File: config.mk
export PLATFORM = sky130hd
export DESIGN_NAME = branch_predictor
export DESIGN_NICKNAME = d
export VERILOG_FILES = /design/src/rtl/branch_predictor_pkg.sv /design/src/rtl/branch_predictor_sat.sv /design/src/rtl/branch_predictor.sv
export SDC_FILE = /design/constraint.sdc
export NUM_CORES = 2
export LEC_CHECK = 0
export ABC_AREA = 1
export CORE_ASPECT_RATIO = 1.1
export CORE_MARGIN = 2
export CORE_UTILIZATION = 40
export CTS_BUF_LIST = sky130_fd_sc_hd__clkbuf_4
export DETAILED_ROUTE_END_ITERATION = 10
export PLACE_DENSITY = 0.6
export SYNTH_ARGS = -nofsm -noshare
export SYNTH_HDL_FRONTEND = slang
export SYNTH_SLANG_ARGS = --single-unit
export TNS_END_PERCENT = 1
File: constraint.sdc
create_clock -name clk -period 3.8 [get_ports clk]
set_clock_uncertainty 0.15 [all_clocks]
set_input_delay 0.76 -clock clk [delete_from_list [all_inputs] [get_ports clk]]
set_output_delay 0.76 -clock clk [all_outputs]
set_load 0.01 [all_outputs]
File: src/rtl/branch_predictor_pkg.sv
// Shared types for the fetch-side branch predictor.
// Control-flow instruction kinds, 2-bit direction counter states, default table size.
package branch_predictor_pkg;

  typedef enum logic [2:0] {
    ITYPE_ALU    = 3'd0,
    ITYPE_LOAD   = 3'd1,
    ITYPE_STORE  = 3'd2,
    ITYPE_BRANCH = 3'd3,
    ITYPE_JAL    = 3'd4,
    ITYPE_JALR   = 3'd5
  } inst_type_t;

  typedef enum logic [1:0] {
    SNT = 2'd0,
    WNT = 2'd1,
    WT  = 2'd2,
    ST  = 2'd3
  } bp_ctr_t;

  localparam int BP_ENTRIES_DEFAULT = 16;

endpackage

File: src/rtl/branch_predictor_sat.sv
// Two-bit saturating direction counter, next-state only.
// Moves one step toward ST when inc is set, otherwise one step toward SNT.
module sat_counter2
  import branch_predictor_pkg::*;
(
  input  bp_ctr_t cur,
  input  logic    inc,
  output bp_ctr_t next
);

  always_comb begin
    next = cur;
    unique case (cur)
      SNT: next = inc ? WNT : SNT;
      WNT: next = inc ? WT  : SNT;
      WT:  next = inc ? ST  : WNT;
      ST:  next = inc ? ST  : WT;
      default: next = cur;
    endcase
  end

endmodule

File: src/rtl/branch_predictor.sv
// Direct-mapped BTB with per-entry 2-bit BHT counter.
// Lookup is combinational from registered state; updates land at the clock edge.
module branch_predictor
  import branch_predictor_pkg::*;
#(
  parameter int BP_ENTRIES = BP_ENTRIES_DEFAULT
) (
  input  logic        clk,
  input  logic        rst_n,
  input  logic [31:0] fetch_pc,
  output logic        pred_taken,
  output logic [31:0] pred_target,
  input  logic        upd_valid,
  input  logic [31:0] upd_pc,
  input  inst_type_t  upd_inst_type,
  input  logic        upd_taken,
  input  logic [31:0] upd_target,
  input  logic        upd_mispredict,
  input  logic        flush_all,
  output logic [31:0] mispredict_count
);

  localparam int IDX_W = $clog2(BP_ENTRIES);
  localparam int TAG_W = 30 - IDX_W;

  logic             valid_q [BP_ENTRIES];
  logic [TAG_W-1:0] tag_q   [BP_ENTRIES];
  logic [31:0]      tgt_q   [BP_ENTRIES];
  bp_ctr_t          ctr_q   [BP_ENTRIES];
  logic [31:0]      cnt_q;

  logic [IDX_W-1:0] fidx;
  logic [TAG_W-1:0] ftag;
  logic             fhit;
  logic [1:0]       fctr;

  assign fidx = fetch_pc[IDX_W+1:2];
  assign ftag = fetch_pc[31:IDX_W+2];
  assign fhit = valid_q[fidx] && (tag_q[fidx] == ftag);
  assign fctr = ctr_q[fidx];

  assign pred_taken  = fhit && fctr[1];
  assign pred_target = pred_taken ? tgt_q[fidx] : fetch_pc + 32'd4;

  logic [IDX_W-1:0] uidx;
  logic [TAG_W-1:0] utag;
  logic             uhit;
  logic             is_br;
  logic             is_j;
  logic             wr_en;
  logic             cnt_en;
  bp_ctr_t          sat_next;
  bp_ctr_t          wr_ctr;
  logic [31:0]      wr_tgt;

  assign uidx  = upd_pc[IDX_W+1:2];
  assign utag  = upd_pc[31:IDX_W+2];
  assign uhit  = valid_q[uidx] && (tag_q[uidx] == utag);
  assign is_br = (upd_inst_type == ITYPE_BRANCH);
  assign is_j  = (upd_inst_type == ITYPE_JAL) ||
                 (upd_inst_type == ITYPE_JALR);

  sat_counter2 u_sat (
    .cur  (ctr_q[uidx]),
    .inc  (upd_taken),
    .next (sat_next)
  );

  // A not-taken branch that misses never allocates.
  assign wr_en = upd_valid && !flush_all &&
                 (is_j || (is_br && (uhit || upd_taken)));

  assign cnt_en = upd_valid && upd_mispredict && (is_br || is_j);

  assign wr_ctr = is_j ? ST : (uhit ? sat_next : WT);
  assign wr_tgt = (is_j || upd_taken) ? upd_target : tgt_q[uidx];

  always_ff @(posedge clk or negedge rst_n) begin
    if (!rst_n) begin
      for (int i = 0; i < BP_ENTRIES; i++) begin
        valid_q[i] <= 1'b0;
        tag_q[i]   <= '0;
        tgt_q[i]   <= '0;
        ctr_q[i]   <= WNT;
      end
      cnt_q <= '0;
    end else begin
      if (cnt_en)
        cnt_q <= cnt_q + 32'd1;
      if (flush_all) begin
        for (int i = 0; i < BP_ENTRIES; i++)
          valid_q[i] <= 1'b0;
      end else if (wr_en) begin
        valid_q[uidx] <= 1'b1;
        tag_q[uidx]   <= utag;
        tgt_q[uidx]   <= wr_tgt;
        ctr_q[uidx]   <= wr_ctr;
      end
    end
  end

  assign mispredict_count = cnt_q;

  logic unused_pc_lsbs;
  assign unused_pc_lsbs = ^{fetch_pc[1:0], upd_pc[1:0]};

endmodule

==> flow_metrics.env <==
export IMPL_die_area_um2=156700
export IMPL_hold_ws_ns=0.1259
export IMPL_required_ns=2.89
export IMPL_final_core_util_pct=50.24
export IMPL_drc_errors=0
export IMPL_syn_area_per_cell_um2=6.971
export IMPL_post_place_ws_ns=-1.508
export IMPL_cts_sinks=1008
export IMPL_crit_fanout=14
export IMPL_synth_area_um2=61400
export IMPL_layout_setup_ws_ns=-1.270
export IMPL_grt_max_degree=107
export IMPL_hpwl_um=189100
export IMPL_hold_viol=0
export IMPL_relSlewSlack_pct=28.19
export IMPL_leakagePower_nw=37.75
export IMPL_drtIter0Drc=10340
export IMPL_ios=170
export IMPL_synth_edf_count=0
export IMPL_ir_drop_mv=0.2797
export IMPL_die_y_um=414.9
export IMPL_ys_seq_area_share_pct=41.11
export IMPL_grt_first_pass_wirelength_um=439900
export IMPL_drive_gt1_share_pct=17.16
export IMPL_dr_pass1_iters=7
export IMPL_core_um2=152200
export IMPL_hold_path_class="input port to asynchronous set/reset pin"
export IMPL_slew_viol_final=0
export IMPL_avgViaCountPerCell=6.062
export IMPL_violations="negative setup slack"
export IMPL_synth_area_top_cells="dfrtp_1 (40%), nand2_1 (20%), nand4_1 (9.7%), o21ai_0 (6.0%), clkbuf_1 (2.9%)"
export IMPL_routed_wl_um=299600
export IMPL_status="finished, violations left"
export IMPL_startpoint="tag_q[395]$_DFFE_PN0P_"
export IMPL_met3_usage_pct=10.82
export IMPL_track_usage_pct=37.36
export IMPL_worstMarginPinSlew_ns=1.077
export IMPL_wire_per_inst_um=25.56
export IMPL_ys_warn_count=0
export IMPL_maxCapViolCount=0
export IMPL_clockBufferDepth=4
export IMPL_multi_input_area_um2=31390
export IMPL_met2_usage_pct=53.56
export IMPL_use_met1_pct=49.39
export IMPL_insertion_delay_ns=1.42
export IMPL_via_count=71050
export IMPL_core_rowCount=150
export IMPL_ys_ff_latch=1008
export IMPL_total_power_mw=28.41
export IMPL_grt_setup_unrepaired="yes"
export IMPL_period_needed_ns=5.070
export IMPL_ys_types=38
export IMPL_end_kind="output pin"
export IMPL_synth_flop_cell="dfrtp_1"
export IMPL_clock_fmax_mhz=197.2
export IMPL_grt_overflow_total=0
export IMPL_ant_nets=0
export IMPL_initial_core_util_pct=40.34
export IMPL_r2r_start="tag_q[289]$_DFFE_PN0P_"
export IMPL_portBuffers=167
export IMPL_cts_tree="yes"
export IMPL_worstRegToRegCells=23
export IMPL_worstSetupPathType="register to output pin"
export IMPL_cp_endpoint="pred_target[5]"
export IMPL_seqCellArea_um2=25240
export IMPL_grt_busiest_layer="met2"
export IMPL_die_w_um=377.6
export IMPL_syn_inst=8808
export IMPL_power_density_nw_per_um2=371.6
export IMPL_crit_arrival_ns=4.16
export IMPL_final_cells=11720
export IMPL_rrSetupSlack_ns=0.32
export IMPL_routabilityCongestion=1.013
export IMPL_place_inst=11170
export IMPL_start_kind="register"
export IMPL_finalSetupViolations=33
export IMPL_period_share_pct=133.4
export IMPL_n_fill_cell=15080
export IMPL_postSynth_asyncResetShare_pct=100.0
export IMPL_final_nets=9567
export IMPL_numCtsBuffers=310
export IMPL_h_tree_depth=5
export IMPL_antenna_found_initial=11
export IMPL_syn_num_nets=8915
export IMPL_synth_largest_area_cell="dfrtp_1"
export IMPL_cts_reportedPaths_clkPinSlew_ns=0.06
export IMPL_regToRegEndpoint="tag_q[106]$_DFFE_PN0P_"
export IMPL_grt_pass1_vias=67120
export IMPL_synth_top_cell_area_share_pct=40.43
export IMPL_cts_root_buffer="clkbuf_4"
export IMPL_syn2layout_area_growth_pct=24.54
[synth_stat cells, types with 10 or more instances]
| cell type | count |
|---|---|
| o21ai_0 | 740 |
| a31oi_1 | 11 |
| nand3_1 | 342 |
| dfstp_2 | 16 |
| clkbuf_1 | 470 |
| nand3_4 | 10 |
| buf_1 | 46 |
| o211ai_1 | 204 |
| xor2_1 | 51 |
| nor3_1 | 25 |
| a22oi_1 | 138 |
| o21bai_1 | 12 |
| dfrtp_1 | 992 |
| nand4_1 | 953 |
| nand2_1 | 3224 |
| a41oi_1 | 32 |
| buf_2 | 305 |
| a21oi_1 | 334 |
| buf_6 | 11 |
| nor2_1 | 407 |
| inv_1 | 396 |
| xnor2_1 | 11 |
| buf_4 | 24 |
[area by class of cell]
| type | instances | share of cell area (%) |
|---|---|---|
| inverter | 406 | 2.052 |
| timing repair buffer | 1195 | 15.81 |
| antenna | 10 | 0.03272 |
| tap | 2052 | 3.358 |
| clock buffer | 431 | 4.231 |
| sequential | 1008 | 33.01 |
| multi-input combinational | 6538 | 41.05 |
| clock inverter | 79 | 0.4434 |
| timing repair inverter | 1 | 0.009817 |
[metrics by stage]
step / instance area (µm²) / setup TNS (ns)
after floorplan: 61400 / 0
after global placement: 72390 / -625.38
after detailed placement: 72390 / -613.66
after CTS: 76300 / -40.15
after global routing: 76460 / -42.98
final: 76470 / -38.59
[flip-flops by register name, indices dropped and copies added (netlist names)]
| name | flops |
|---|---|
| tag_q | 416 |
| tgt_q | 512 |
| ctr_q | 32 |
| mispredict_count | 32 |
| valid_q | 16 |
[report_power, final]
part / internal, mW / total (mW) / leakage (nW) / switching (mW)
logic: 2.07 / 5.78 / 21.9 / 3.71
clock network: 5.25 / 10.5 / 2.15 / 5.22
registers: 11.6 / 12.2 / 13.7 / 0.606
total: 18.9 / 28.4 / 37.7 / 9.54
[what timing repair did]
action | 4_1_cts | 5_1_grt
endpoints found under the hold margin | 1008 | 0
cloned | 3 | 0
pin swaps | 15 | 19
resized for setup | 217 | 39
hold buffers | 6 | 0
setup endpoints to repair | 33 | 33
setup buffers | 15 | 3
[worst max-delay path, stage by stage, from the launching register on]
cell and delay, ns:
dfrtp_1 0.39, nor2_1 0.11, nor2_1 0.04, o21ai_1 0.12
o21ai_1 0.11, o211ai_1 0.18, buf_4 0.17, nand2_2 0.05
nand2_2 0.07, nand2_2 0.06, nor2_4 0.09, nand2_1 0.06
nor2_1 0.11, nand2_2 0.15, nor2_4 0.27, buf_6 0.16
buf_16 0.16, nand2_1 0.08, o21ai_2 0.14, buf_2 0.20
[layer usage]
layer | vias up | share of wire [%] | wire [µm]
li1 | 31230 | - | -
met1 | 33780 | 39 | 116000
met2 | 4864 | 42 | 124900
met3 | 1165 | 13 | 38100
met4 | 10 | 6.8 | 20450
met5 | - | 0.042 | 126
[cell families after synthesis]
family,Yosys count,synth area share (%)
and+or+nand+nor,4985,35.49
AOI/OAI and AO/OA,1489,13.85
buffers and inverters,1262,8.618
DFF,1008,41.11
xor gates and xnor gates,62,0.8844
adders and majority gates,2,0.04075
[how the worst min path moves through the flow]
| stage | start | end | slack, ns | cells after the start |
|---|---|---|---|---|
| floorplan | tag_q[100]$_DFFE_PN0P_ | tag_q[100]$_DFFE_PN0P_ | 0.29 | 2 |
| global placement | tgt_q[432]$_DFFE_PN0P_ | tgt_q[432]$_DFFE_PN0P_ | 0.30 | 2 |
| detailed placement | ctr_q[10]$_DFFE_PN1P_ | ctr_q[10]$_DFFE_PN1P_ | 0.31 | 2 |
| CTS | upd_mispredict | mispredict_count[1]$_DFFE_PN0P_ | 0.01 | 6 |
| global route | rst_n | tag_q[347]$_DFFE_PN0P_ | 0.11 | 3 |
| finish | rst_n | tag_q[59]$_DFFE_PN0P_ | 0.13 | 3 |
[cells in the final DEF, fill, tap and decap left out, drive strengths merged, types with 25 or more instances in the layout]
cell and count:
buf 1059, a21oi 334, dfrtp 992, nor3 25
clkdlybuf4s50 128, clkinv 80, nor2 409, o211ai 204
nand2 3225, a41oi 32, inv 402, nand4 953
nand3 359, xor2 51, o21ai 744, clkbuf 432
a22oi 138
No activity file was read; power rests on OpenSTA's default activity.
